### src/rtl/regfile_write_sched_if.sv
// Write-port bundle of the register-file write scheduler: ALU and memory
// writeback handshakes, issue/hazard scoreboard access and the registered
// register-file write port.
interface regfile_write_sched_if #(
  parameter int DATA_W = 32,
  parameter int ADDR_W = 5
);
  logic              a_valid;
  logic              a_ready;
  logic [ADDR_W-1:0] a_reg;
  logic [DATA_W-1:0] a_data;

  logic              m_valid;
  logic              m_ready;
  logic [ADDR_W-1:0] m_reg;
  logic [DATA_W-1:0] m_data;

  logic              iss_valid;
  logic [ADDR_W-1:0] iss_reg;
  logic [ADDR_W-1:0] q_reg1;
  logic [ADDR_W-1:0] q_reg2;
  logic              q_busy1;
  logic              q_busy2;

  logic              RegWrite;
  logic [ADDR_W-1:0] write_reg;
  logic [DATA_W-1:0] write_data;
  logic              init_done;

  // Writeback stage / hazard unit side
  modport master (
    output a_valid, a_reg, a_data,
    input  a_ready,
    output m_valid, m_reg, m_data,
    input  m_ready,
    output iss_valid, iss_reg, q_reg1, q_reg2,
    input  q_busy1, q_busy2,
    input  RegWrite, write_reg, write_data, init_done
  );

  // Scheduler side
  modport slave (
    input  a_valid, a_reg, a_data,
    output a_ready,
    input  m_valid, m_reg, m_data,
    output m_ready,
    input  iss_valid, iss_reg, q_reg1, q_reg2,
    output q_busy1, q_busy2,
    output RegWrite, write_reg, write_data, init_done
  );
endinterface

### src/rtl/regfile_write_sched.sv
// Register-file write-port scheduler: clears the register file after reset,
// then round-robin arbitrates the ALU (A) and memory (M) writeback paths onto
// the single registered write port and tracks pending writes for hazards.
module regfile_write_sched #(
  parameter int DATA_W         = 32,
  parameter int ADDR_W         = 5,
  parameter int NUM_REGS       = 32,
  parameter bit CLEAR_ON_RESET = 1'b1
) (
  input  logic                 clk,
  input  logic                 reset,
  regfile_write_sched_if.slave bus
);

  typedef enum logic {S_INIT, S_RUN} state_t;
  typedef enum logic {GRANT_A, GRANT_M} grant_t;

  localparam logic [ADDR_W-1:0] LAST_IDX = ADDR_W'(NUM_REGS - 1);

  state_t              state_q, state_d;
  grant_t              last_q, last_d;
  logic [ADDR_W-1:0]   cnt_q, cnt_d;
  logic [NUM_REGS-1:0] sb_q, sb_d;
  logic                regwrite_q, regwrite_d;
  logic [ADDR_W-1:0]   wreg_q, wreg_d;
  logic [DATA_W-1:0]   wdata_q, wdata_d;

  logic              run_ok;
  logic              grant_a, grant_m;
  logic              xfer_a, xfer_m, xfer;
  logic [ADDR_W-1:0] xfer_reg;
  logic [DATA_W-1:0] xfer_data;

  // Arbitration: grant depends only on the valids and the last winner
  always_comb begin
    run_ok    = (state_q == S_RUN) && !reset;
    grant_a   = bus.a_valid && (!bus.m_valid || (last_q == GRANT_M));
    grant_m   = bus.m_valid && !grant_a;
    xfer_a    = run_ok && grant_a;
    xfer_m    = run_ok && grant_m;
    xfer      = xfer_a || xfer_m;
    xfer_reg  = xfer_a ? bus.a_reg  : bus.m_reg;
    xfer_data = xfer_a ? bus.a_data : bus.m_data;
  end

  assign bus.a_ready    = xfer_a;
  assign bus.m_ready    = xfer_m;
  assign bus.q_busy1    = sb_q[bus.q_reg1];
  assign bus.q_busy2    = sb_q[bus.q_reg2];
  assign bus.RegWrite   = regwrite_q;
  assign bus.write_reg  = wreg_q;
  assign bus.write_data = wdata_q;
  assign bus.init_done  = (state_q == S_RUN) && !reset;

  // Next-state: clear sweep in INIT, write-port and scoreboard update in RUN
  always_comb begin
    state_d    = state_q;
    last_d     = last_q;
    cnt_d      = cnt_q;
    sb_d       = sb_q;
    regwrite_d = 1'b0;
    wreg_d     = wreg_q;
    wdata_d    = wdata_q;
    unique case (state_q)
      S_INIT: begin
        regwrite_d = 1'b1;
        wreg_d     = cnt_q;
        wdata_d    = '0;
        cnt_d      = cnt_q + 1'b1;
        sb_d       = '0;
        if (cnt_q == LAST_IDX) state_d = S_RUN;
      end
      S_RUN: begin
        if (xfer) begin
          // register 0 is accepted but never written
          regwrite_d     = (xfer_reg != '0);
          wreg_d         = xfer_reg;
          wdata_d        = xfer_data;
          last_d         = xfer_a ? GRANT_A : GRANT_M;
          sb_d[xfer_reg] = 1'b0;
        end
        // applied after the clear so a new producer stays pending
        if (bus.iss_valid && (bus.iss_reg != '0)) sb_d[bus.iss_reg] = 1'b1;
        sb_d[0] = 1'b0;
      end
      default: state_d = S_INIT;
    endcase
  end

  // State and output registers with synchronous reset
  always_ff @(posedge clk) begin
    if (reset) begin
      state_q    <= CLEAR_ON_RESET ? S_INIT : S_RUN;
      last_q     <= GRANT_M;
      cnt_q      <= '0;
      sb_q       <= '0;
      regwrite_q <= 1'b0;
      wreg_q     <= '0;
      wdata_q    <= '0;
    end else begin
      state_q    <= state_d;
      last_q     <= last_d;
      cnt_q      <= cnt_d;
      sb_q       <= sb_d;
      regwrite_q <= regwrite_d;
      wreg_q     <= wreg_d;
      wdata_q    <= wdata_d;
    end
  end

endmodule

### src/flat_wrapper.sv
// flat-port wrapper written by rule: the top's interface ports become plain ports
module regfile_write_sched_flat 
#(
  parameter int DATA_W         = 32,
  parameter int ADDR_W         = 5,
  parameter int NUM_REGS       = 32,
  parameter bit CLEAR_ON_RESET = 1'b1
)
  (clk, reset, bus_a_valid, bus_a_reg, bus_a_data, bus_a_ready, bus_m_valid, bus_m_reg, bus_m_data, bus_m_ready, bus_iss_valid, bus_iss_reg, bus_q_reg1, bus_q_reg2, bus_q_busy1, bus_q_busy2, bus_RegWrite, bus_write_reg, bus_write_data, bus_init_done);
  regfile_write_sched_if #(.DATA_W(DATA_W), .ADDR_W(ADDR_W)) bus_i ();
  input  logic clk;
  input  logic reset;
  input wire logic [$bits(bus_i.a_valid)-1:0] bus_a_valid;
  input wire logic [$bits(bus_i.a_reg)-1:0] bus_a_reg;
  input wire logic [$bits(bus_i.a_data)-1:0] bus_a_data;
  output wire logic [$bits(bus_i.a_ready)-1:0] bus_a_ready;
  input wire logic [$bits(bus_i.m_valid)-1:0] bus_m_valid;
  input wire logic [$bits(bus_i.m_reg)-1:0] bus_m_reg;
  input wire logic [$bits(bus_i.m_data)-1:0] bus_m_data;
  output wire logic [$bits(bus_i.m_ready)-1:0] bus_m_ready;
  input wire logic [$bits(bus_i.iss_valid)-1:0] bus_iss_valid;
  input wire logic [$bits(bus_i.iss_reg)-1:0] bus_iss_reg;
  input wire logic [$bits(bus_i.q_reg1)-1:0] bus_q_reg1;
  input wire logic [$bits(bus_i.q_reg2)-1:0] bus_q_reg2;
  output wire logic [$bits(bus_i.q_busy1)-1:0] bus_q_busy1;
  output wire logic [$bits(bus_i.q_busy2)-1:0] bus_q_busy2;
  output wire logic [$bits(bus_i.RegWrite)-1:0] bus_RegWrite;
  output wire logic [$bits(bus_i.write_reg)-1:0] bus_write_reg;
  output wire logic [$bits(bus_i.write_data)-1:0] bus_write_data;
  output wire logic [$bits(bus_i.init_done)-1:0] bus_init_done;
  assign bus_i.a_valid = bus_a_valid;
  assign bus_i.a_reg = bus_a_reg;
  assign bus_i.a_data = bus_a_data;
  assign bus_a_ready = bus_i.a_ready;
  assign bus_i.m_valid = bus_m_valid;
  assign bus_i.m_reg = bus_m_reg;
  assign bus_i.m_data = bus_m_data;
  assign bus_m_ready = bus_i.m_ready;
  assign bus_i.iss_valid = bus_iss_valid;
  assign bus_i.iss_reg = bus_iss_reg;
  assign bus_i.q_reg1 = bus_q_reg1;
  assign bus_i.q_reg2 = bus_q_reg2;
  assign bus_q_busy1 = bus_i.q_busy1;
  assign bus_q_busy2 = bus_i.q_busy2;
  assign bus_RegWrite = bus_i.RegWrite;
  assign bus_write_reg = bus_i.write_reg;
  assign bus_write_data = bus_i.write_data;
  assign bus_init_done = bus_i.init_done;
  regfile_write_sched #(.DATA_W(DATA_W), .ADDR_W(ADDR_W), .NUM_REGS(NUM_REGS), .CLEAR_ON_RESET(CLEAR_ON_RESET)) u_core (.clk(clk), .reset(reset), .bus(bus_i));
endmodule
### config.mk
export PLATFORM = sky130hd
export DESIGN_NAME = regfile_write_sched_flat
export DESIGN_NICKNAME = d
export VERILOG_FILES = /design/src/rtl/regfile_write_sched_if.sv /design/src/rtl/regfile_write_sched.sv /design/src/flat_wrapper.sv
export SDC_FILE = /design/constraint.sdc
export NUM_CORES = 1
export LEC_CHECK = 0
export ABC_AREA = 1
export BUFFER_PORTS_ARGS = -buffer_cell sky130_fd_sc_hd__buf_2
export CAP_MARGIN = 20
export CORE_MARGIN = 2
export CORE_UTILIZATION = 40
export CTS_CLUSTER_DIAMETER = 100
export CTS_CLUSTER_SIZE = 14
export DETAILED_ROUTE_END_ITERATION = 16
export PLACE_DENSITY = 0.66
export SYNTH_ARGS = -nofsm -noshare
export SYNTH_HDL_FRONTEND = slang
export SYNTH_SLANG_ARGS = --single-unit
export TNS_END_PERCENT = 30
### constraint.sdc
create_clock -name clk -period 3.35 [get_ports clk]
set_input_delay 0.1675 -clock clk [delete_from_list [all_inputs] [get_ports clk]]
set_output_delay 0.1675 -clock clk [all_outputs]
set_load 0.02 [all_outputs]
### After elaboration in Yosys (flattened, before gate mapping)

Index checks and enable logic that the tools add are counted.
W data, S select, Z words.

| word-level totals | value |
|---|---|
| register bits after elaboration | 77 |
| output and inout port bits | 43 |
| memories kept | 0 |
| memory bits (writable) | 0 |
| word-level logic and storage cells | 59 |
| bits in read-only memories | 0 |
| input bits | 94 |
| latch bits | 0 |

| operators by class | value |
|---|---|
| reductions and logical operators | 16 |
| magnitude comparators | 6 |
| div/mod/pow operators | 0 |
| add/subtract/negate cells | 1 |
| multipliers | 0 |
| eq/ne operators | 2 |
| mux-type cells | 23 |
| shift operators | 0 |
| bitwise operators | 4 |

Operators with widths:

| cell | number |
|---|---|
| $mux W32 | 5 |
| $pmux W32 S2 | 2 |
| $and A32 B32 Y32 | 1 |
| $not A32 Y32 | 1 |
| $or A32 B32 Y32 | 1 |
| $lt A5 B6 Y1 const B | 4 |
| $bmux W1 S5 | 2 |
| $demux W1 S5 | 2 |
| $ge A5 B1 Y1 const B | 2 |
| $mux W5 | 2 |
| $pmux W5 S2 | 1 |
| $reduce_bool A5 Y1 | 2 |
| $logic_and A1 B1 Y1 | 8 |
| $mux W1 | 8 |
| $add A5 B1 Y5 const B | 1 |
| $eq A5 B5 Y1 const B | 1 |
| $logic_not A1 Y1 | 3 |
| $logic_or A1 B1 Y1 | 2 |
| $ne A2 B2 Y1 const B | 1 |
| $pmux W1 S2 | 1 |
| $reduce_and A2 Y1 | 1 |
| $not A1 Y1 | 1 |

### Logic depth before layout (Yosys ltp)

Gate-level depths: netlist (run 1).

| logic depth | value |
|---|---|
| depth after elaboration | 16 |
| mapped depth | 11 |
| depth with buffers taken out | 10 |

### Least setup slack after synthesis (run 1)

Ideal clock, no wire load.

| timing | value |
|---|---|
| kind | register -> register |
| from | register u_core.state_q |
| to | register u_core.sb_q[16] |
| cell stages (with the launch flop) | 11 |
| required time | 3,218 ps |
| clock period less this slack | 1,587 ps |
| path buffers | 1 |
| arrival | 1,454 ps |
| setup slack | 1,763 ps |
| cells stage by stage | dfxtp_1 > inv_2 > nor2_4 > nand3_4 > buf_6 > nand2_1 > o21ai_2 > nor2_1 > nand2_1 > nand2_1 > a21oi_1 |

| on the way | value |
|---|---|
| cells in the longest elaborated chain, start to end | 14 |
| elaborated cells on any way between the ends | 18 |
| classes of those cells | order compare (2); mux (7); bitwise (4); reduce/logical (5) |

Ends and longest elaborated chain:

| item | line | source |
|---|---|---|
| from (decl) | regfile_write_sched.sv:20 | `state_t state_q, state_d;` |
| from (signal assigned) | regfile_write_sched.sv:93 | `state_q <= CLEAR_ON_RESET ? S_INIT : S_RUN;` |
| from (signal assigned) | regfile_write_sched.sv:101 | `state_q <= state_d;` |
| $logic_and A1 B1 Y1 * | n/a |  |
| via bus_init_done | flat_wrapper.sv:30 | `output wire logic [$bits(bus_i.init_done)-1:0] bus_init_done;` |
| $logic_and A1 B1 Y1 | regfile_write_sched.sv:39 | `xfer_a = run_ok && grant_a;` |
| $mux W5 | regfile_write_sched.sv:42 | `xfer_reg = xfer_a ? bus.a_reg : bus.m_reg;` |
| $lt A5 B6 Y1 (implied by the code) or $ge A5 B1 Y1 (tied branches) | regfile_write_sched.sv:80 | `sb_d[xfer_reg] = 1'b0;` |
| $logic_and A1 B1 Y1 (implied by the code) | regfile_write_sched.sv:80 |  |
| $mux W1 (implied by the code) | regfile_write_sched.sv:80 |  |
| $demux W1 S5 | n/a |  |
| $not A32 Y32 (no source line) | n/a |  |
| $and A32 B32 Y32 (no source line) | n/a |  |
| $mux W32 * | regfile_write_sched.sv:74 | `if (xfer) begin` |
| $mux W32 * | regfile_write_sched.sv:64 | `unique case (state_q)` |
| $or A32 B32 Y32 (no source line) | n/a |  |
| $mux W32 * | regfile_write_sched.sv:83 | `if (bus.iss_valid && (bus.iss_reg != '0)) sb_d[bus.iss_reg] = 1'b1;` |
| $pmux W32 S2 * | regfile_write_sched.sv:64 |  |
| to (signal assigned) | regfile_write_sched.sv:96 | `sb_q <= '0;` |
| to (signal assigned) | regfile_write_sched.sv:104 | `sb_q <= sb_d;` |
| to (decl) | regfile_write_sched.sv:23 | `logic [NUM_REGS-1:0] sb_q, sb_d;` |

Mark *: on every way through the listed nets, which the timed path passes. The rest lies on a longest branch. The select of a mux whose other input is x is not followed.
A chain may end at the register's enable or synchronous reset.

### Worst setup path in the final report (run 1)

| timing | value |
|---|---|
| from | register u_core.state_q |
| to | register u_core.sb_q[6] |

| on the way | value |
|---|---|
| cells in the longest elaborated chain, start to end | 14 |
| elaborated cells on any way between the ends | 18 |
| classes of those cells | order compare (2); mux (7); bitwise (4); reduce/logical (5) |

Ends and longest elaborated chain:

| item | line | source |
|---|---|---|
| $logic_and A1 B1 Y1 | regfile_write_sched.sv:36 | `run_ok = (state_q == S_RUN) && !reset;` |
| $logic_and A1 B1 Y1 | regfile_write_sched.sv:39 |  |
| $mux W5 | regfile_write_sched.sv:42 |  |
| $lt A5 B6 Y1 (implied by the code) or $ge A5 B1 Y1 (tied branches) | regfile_write_sched.sv:80 |  |
| $logic_and A1 B1 Y1 (implied by the code) | regfile_write_sched.sv:80 |  |
| $mux W1 (implied by the code) | regfile_write_sched.sv:80 |  |
| $demux W1 S5 | n/a |  |
| $not A32 Y32 (no source line) | n/a |  |
| $and A32 B32 Y32 (no source line) | n/a |  |
| $mux W32 | regfile_write_sched.sv:74 |  |
| $mux W32 | regfile_write_sched.sv:64 |  |
| $or A32 B32 Y32 (no source line) | n/a |  |
| $mux W32 | regfile_write_sched.sv:83 |  |
| $pmux W32 S2 * | regfile_write_sched.sv:64 |  |

Mark *: on every way between the ends. The rest lies on a longest branch, timed or not. The select of a mux whose other input is x is not followed.

==> impl_metrics.yaml, run 1 <==
status:
  outcome: "complete, no violations"
placed_design:
  portBuffers: 136
  place_congestion: 0.858
  place_area_sq_um: 4800
  dp_hpwl_um: 9250
  dp_slack_ps: 834
finish:
  fillers: 1026
  syn_to_final_growth_pct: 24.6
  fin_area_sq_um: 5040
  antennaDiodeCount: 0
  final_nets: 846
  multi_input_area_sq_um: 2240
  seqCellArea_sq_um: 1520
  largest_register_ffs: 32
  drive_gt1_share_pct: 22.9
  finish.utilization_pct: 51.5
power:
  power_leakage_nw: 2.12
  p_per_area_nw_per_um2: 383
  peakVddDrop_mv: 0.207
synthesis:
  synthCells: 627
  ys_types: 30
  syn_nets: 723
  yosys_warnings: 0
  ys_seq_elements: 76
  synth_seq_area_share_pct: 37.6
  netlist_area_sq_um: 4040
  syn_avg_cell_area_sq_um: 6.45
drt:
  drt_wl_total_um: 12400
  vias: 4648
  firstDrtPassIters: 5
  viasPerCell: 5.23
  drt_iter0_drc: 261
  ant_nets: 0
  drc: 0
  wl_per_cell_um: 14.0
global_routing:
  use_met2_pct: 38.7
  gr-usage-met1_pct: 29.9
  grt-ovfl-total: 0
  grtUsageMet3_pct: 3.99
  grt_pass1_vias: 4382
  antenna_found_initial: 0
  grtUsageTotal_pct: 23.0
  gr-max-usage-layer: "met2"
  grt_max_degree: 41
  grt_pass1_wl_um: 20700
critical_path:
  slowest_delay_ps: 580
  critPathLaunchType: "register"
  arrival_ps: 2570
  endpoint_kind: "register"
  worst-path-buf-inv: 0
  critPathKind: "reg2reg"
  r2r_slack_ps: 1010
  path_delay_family: "simple AND/OR/NAND/NOR gates"
  slowest_stage: "dfxtp_1"
  crit_required_ps: 3570
  cp_max_fo: 23
  worstPathCellList: "nand2_4 > nor2_4 > nand2_2 > nand2_4 > nand3_1 > nor2_2 > nand2_1 > nand2_1 > a21oi_1"
timing:
  setup_tns_ps: 0
  holdWs_ps: 83.7
  setup_viol: 0
  rsz0062_at_grt: "false"
  hold_viol_final: 0
  max_slew_margin_pct: 28.8
  period_needed_ps: 2340
  tightest_slew_ps: 1060
  drv_slew: 0
  worst_slack_ps: 1010
  fmax_ghz: 0.427
  post-route-period-util_pct: 69.9
  worst_clock_skew_ps: 10.6
clock_network:
  postCtsSetupBuffers: 0
  clk_latency_ps: 350
  tritoncts: "done"
  root_buffer: "clkbuf_8"
  clkTransAtPathRegs_ps: 90
  cts_buffers: 9
  clk_path_buf_depth: 2
  cts_htree_levels: 3
  postCtsHoldBufs: 0
  clock-sinks: 76
  cts_resized: 0
floorplan:
  die_h_um: 105
  die-area_sq_um: 10900
  core_area_sq_um: 9770
  start_util_pct: 41.4
  die_width_um: 105
  rows: 36
  io_pins: 137
hold_path:
  min_path_type: "in2reg"
job:
  drv_cap: 0
[synth_stat cells]
library cell | n | area (sq um)
nand3_4 | 1 | 17.5
nand2_1 | 236 | 886
o211ai_1 | 5 | 37.5
o21ai_0 | 22 | 110
nor2_4 | 3 | 33.8
nor2_1 | 31 | 116
nand3_2 | 1 | 10.0
a21oi_1 | 62 | 310
buf_6 | 1 | 11.3
nand4_1 | 6 | 37.5
o31ai_1 | 7 | 52.6
o22ai_1 | 1 | 6.26
buf_4 | 1 | 7.51
buf_2 | 5 | 25.0
clkbuf_1 | 19 | 71.3
nor2_2 | 5 | 31.3
o21ai_2 | 1 | 8.76
nand3_1 | 41 | 205
inv_1 | 38 | 143
nand2_4 | 2 | 22.5
a31oi_1 | 22 | 138
o21bai_1 | 11 | 82.6
inv_2 | 3 | 11.3
o21ai_1 | 5 | 25.0
ha_1 | 2 | 25.0
dfxtp_1 | 76 | 1520
buf_1 | 2 | 7.51
nor3_1 | 14 | 70.1
nand2_2 | 2 | 12.5
clkinv_1 | 2 | 7.51
[cells in the final DEF (no fill, tap or decap), drive strengths merged]
cell | synthesis | layout
a21oi | 62 | 62
a31oi | 22 | 22
buf | 9 | 140
bufinv | 0 | 3
clkbuf | 19 | 10
clkinv | 2 | 3
clkinvlp | 0 | 1
dfxtp | 76 | 76
ha | 2 | 2
inv | 41 | 42
nand2 | 240 | 240
nand3 | 43 | 43
nand4 | 6 | 6
nor2 | 39 | 39
nor3 | 14 | 14
o211ai | 5 | 5
o21ai | 28 | 28
o21bai | 11 | 11
o22ai | 1 | 1
o31ai | 7 | 7
[per-stage QoR]
step | instances | total power, mW
detailed placement | 872 | 1.11
global route | 888 | 2.00
floorplan | 627 | 1.02
CTS | 888 | 1.94
global placement | 872 | 1.11
finish | 888 | 1.93
[worst paths after layout]
check                                              start                                     end  cells past startpoint
setup / recovery               u_core.state_q$_SDFF_PP0_               u_core.sb_q[6]$_SDFF_PN0_                      9
hold / removal                            bus_a_data[30]  u_core.bus.write_data[30]$_SDFFE_PP0P_                      3
setup reg to reg               u_core.state_q$_SDFF_PP0_               u_core.sb_q[6]$_SDFF_PN0_                      9
hold reg to reg   u_core.bus.write_data[24]$_SDFFE_PP0P_  u_core.bus.write_data[24]$_SDFFE_PP0P_                      2
[where the power goes]
part           internal, mW  switching, mW  total, mW
Combinational        0.0698          0.113      0.183
Sequential            0.908        0.00303      0.911
Clock                 0.496          0.339      0.836
Total                  1.47          0.455       1.93
[cells by family after synthesis]
| family | count (synthesis) | synth area share [%] |
|---|---|---|
| AND/OR/NAND/NOR | 342 | 35.7 |
| flip-flops | 76 | 37.6 |
| adder cells (fa/ha/maj) | 2 | 0.619 |
| AO/OA/AOI/OAI | 136 | 19.1 |
| buffers and inverters | 71 | 7.02 |
[cell type report]
| cell class | instances | area share, % |
|---|---|---|
| inverters | 43 | 3.20 |
| multi-input cells | 480 | 44.4 |
| clock inverters | 6 | 2.21 |
| repair buffers | 140 | 14.1 |
| flip-flops and latches | 76 | 30.2 |
| clock buffers | 10 | 2.53 |
| well taps | 133 | 3.30 |
[worst register-to-register path: stages (launching register included)]
cell and delay (ps):
dfxtp_1 580, nand2_4 120, nor2_4 420, nand2_2 140, nand2_4 200, nand3_1 170, nor2_2 350, nand2_1 100
nand2_1 80, a21oi_1 60
[layer usage]
layer	routed length, um	vias up
met5	0	-
met4	216	0
met3	827	18
met2	6000	181
met1	5350	2128
li1	-	2321
Note: power is estimated with default switching activity, not from simulation.
==> run 2: changes to the inputs <==
PLACE_DENSITY = 0.68   (was 0.66)
clock period = 2 ns   (was 3.35 ns; I/O delays follow)
==> run 2 against run 1 <==
Compared with the run above: first-iteration DRC count rose by 10%; clock skew grew 3.2 ps; final area is essentially flat; die area stayed put; clock power grew 22%; non-clock buffer count increased by 10; clock-buffer cell count is 2 higher; combinational power rose by 72%; sequential power increased by 68%; global-route usage is 0.14 points higher; utilization about the same; largest cell class unchanged.
==> impl_metrics.yaml, run 2 (same netlist as run 1, synthesis figures left out) <==
drt:
  drc: 0
  vias: 4632
  viasPerCell: 5.17
  firstDrtPassIters: 7
  wl_per_cell_um: 14.0
  ant_nets: 0
  drt_wl_total_um: 12600
  drt_iter0_drc: 287
finish:
  drive_gt1_share_pct: 23.6
  syn_to_final_growth_pct: 24.7
  final_nets: 856
  antennaDiodeCount: 0
  final_cell_mix: "236 x nand2_1, 136 x buf_2, 76 x dfxtp_1"
  largest_register_ffs: 32
  layout.cells.non_filler: 896
  layout_commonest_cell: "nand2_1"
floorplan:
  start_util_pct: 41.4
  core_area_sq_um: 9770
  io_pins: 137
  rows: 36
  die-area_sq_um: 10900
  die_width_um: 105
  die_h_um: 105
job:
  drv_cap: 0
critical_path:
  slowest_stage: "dfxtp_1"
  worstPathCellList: "inv_2 > nor2_4 > buf_4 > nand4_1 > nand2_1 > inv_1 > nor2_2 > nand2_1 > nand2_1 > a21oi_1"
  r2r_slack_ps: 130
  slowest_delay_ps: 480
  critPathLaunchType: "register"
  crit_required_ps: 2230
  cp_max_fo: 8
  cp-startpoint: "u_core.state_q$_SDFF_PP0_"
  endpoint_kind: "register"
  worstRegToRegCells: 10
  arrival_ps: 2100
  rr_startpoint: "u_core.state_q$_SDFF_PP0_"
  crit_top_cell: "nand2_1"
  path_depth: 10
  path_delay_family: "simple AND/OR/NAND/NOR gates"
  critPathKind: "reg2reg"
  worst-path-buf-inv: 3
global_routing:
  grt_max_degree: 39
  grt_pass1_wl_um: 20900
  gr-max-usage-layer: "met2"
  use_met2_pct: 40.0
  grtUsageMet3_pct: 4.24
  antenna_found_initial: 0
  gr-usage-met1_pct: 28.7
  grtUsageTotal_pct: 23.2
  grt_pass1_vias: 4459
  grt-ovfl-total: 0
timing:
  rsz0062_at_grt: "true"
  period_needed_ps: 1870
  worst_slack_ps: 130
  tightest_slew_ps: 725
  post-route-period-util_pct: 93.5
  drv_slew: 0
  setup_viol: 0
  worst_clock_skew_ps: 13.8
  max_slew_margin_pct: 51.3
  fmax_ghz: 0.535
  hold_viol_final: 0
power:
  power_leakage_nw: 2.13
  p_per_area_nw_per_um2: 567
  peakVddDrop_mv: 0.320
hold_path:
  min_delay_path_depth: 3
  hp-start: "bus_a_data[1]"
  min_path_type: "in2reg"
placed_design:
  dp_hpwl_um: 9480
  portBuffers: 136
  place_congestion: 0.882
  dp_slack_ps: 150
  dp.cells: 882
clock_network:
  postCtsHoldBufs: 0
  clk_latency_ps: 350
  clkTransAtPathRegs_ps: 80
  cts_htree_levels: 3
  tritoncts: "done"
  clk_path_buf_depth: 2
  cts_buffers: 9
  cts_resized: 0
  postCtsSetupBuffers: 0
  root_buffer: "clkbuf_8"
  clock-sinks: 76
status:
  outcome: "complete, no violations"
run 2: report_power, final:
part           switching (mW)  internal, mW
Clock                   0.546         0.470
Combinational           0.191         0.122
Sequential            0.00575          1.52
Total                   0.743          2.11
run 2: area by class of cell:
type / count / area, sq um
repair buffers: 150 / 786
well taps: 133 / 166
inverters: 43 / 161
flip-flops and latches: 76 / 1520
clock inverters: 2 / 12.5
fillers: 1049 / 4730
clock buffers: 12 / 145
multi-input cells: 480 / 2250
run 2: path summary, 6_finish.rpt:
path / endpoint
max: u_core.sb_q[1]$_SDFF_PN0_
min: u_core.bus.write_data[1]$_SDFFE_PP0P_
max reg2reg: u_core.sb_q[1]$_SDFF_PN0_
min reg2reg: u_core.bus.write_data[14]$_SDFFE_PP0P_
run 2: per-stage QoR:
step,area [sq um],utilization (%),hold WS (ps),TNS [ps],power [mW]
2_1_floorplan,4040,-,252,0,1.72
3_3_place_gp,4870,49.9,373,0,1.87
5_1_grt,5040,51.6,27.0,-50.1,2.97
3_5_place_dp,4870,49.9,379,0,1.87
6_report,5040,51.6,17.8,0,2.86
4_1_cts,5030,51.5,5.71,0,2.87
run 2: layer usage:
layer | vias up | part of all wire (%)
li1 | 2331 | -
met1 | 2131 | 43
met2 | 148 | 48
met3 | 22 | 6.6
met4 | 0 | 2.1
met5 | - | 0
run 2: worst min-delay path, delay by kind of cell:
| kind | cells | cell delay [ps] |
|---|---|---|
| buffers and inverters | 1 | 90 |
| and+or+nand+nor | 1 | 50 |
| AOI/OAI and AO/OA | 1 | 70 |
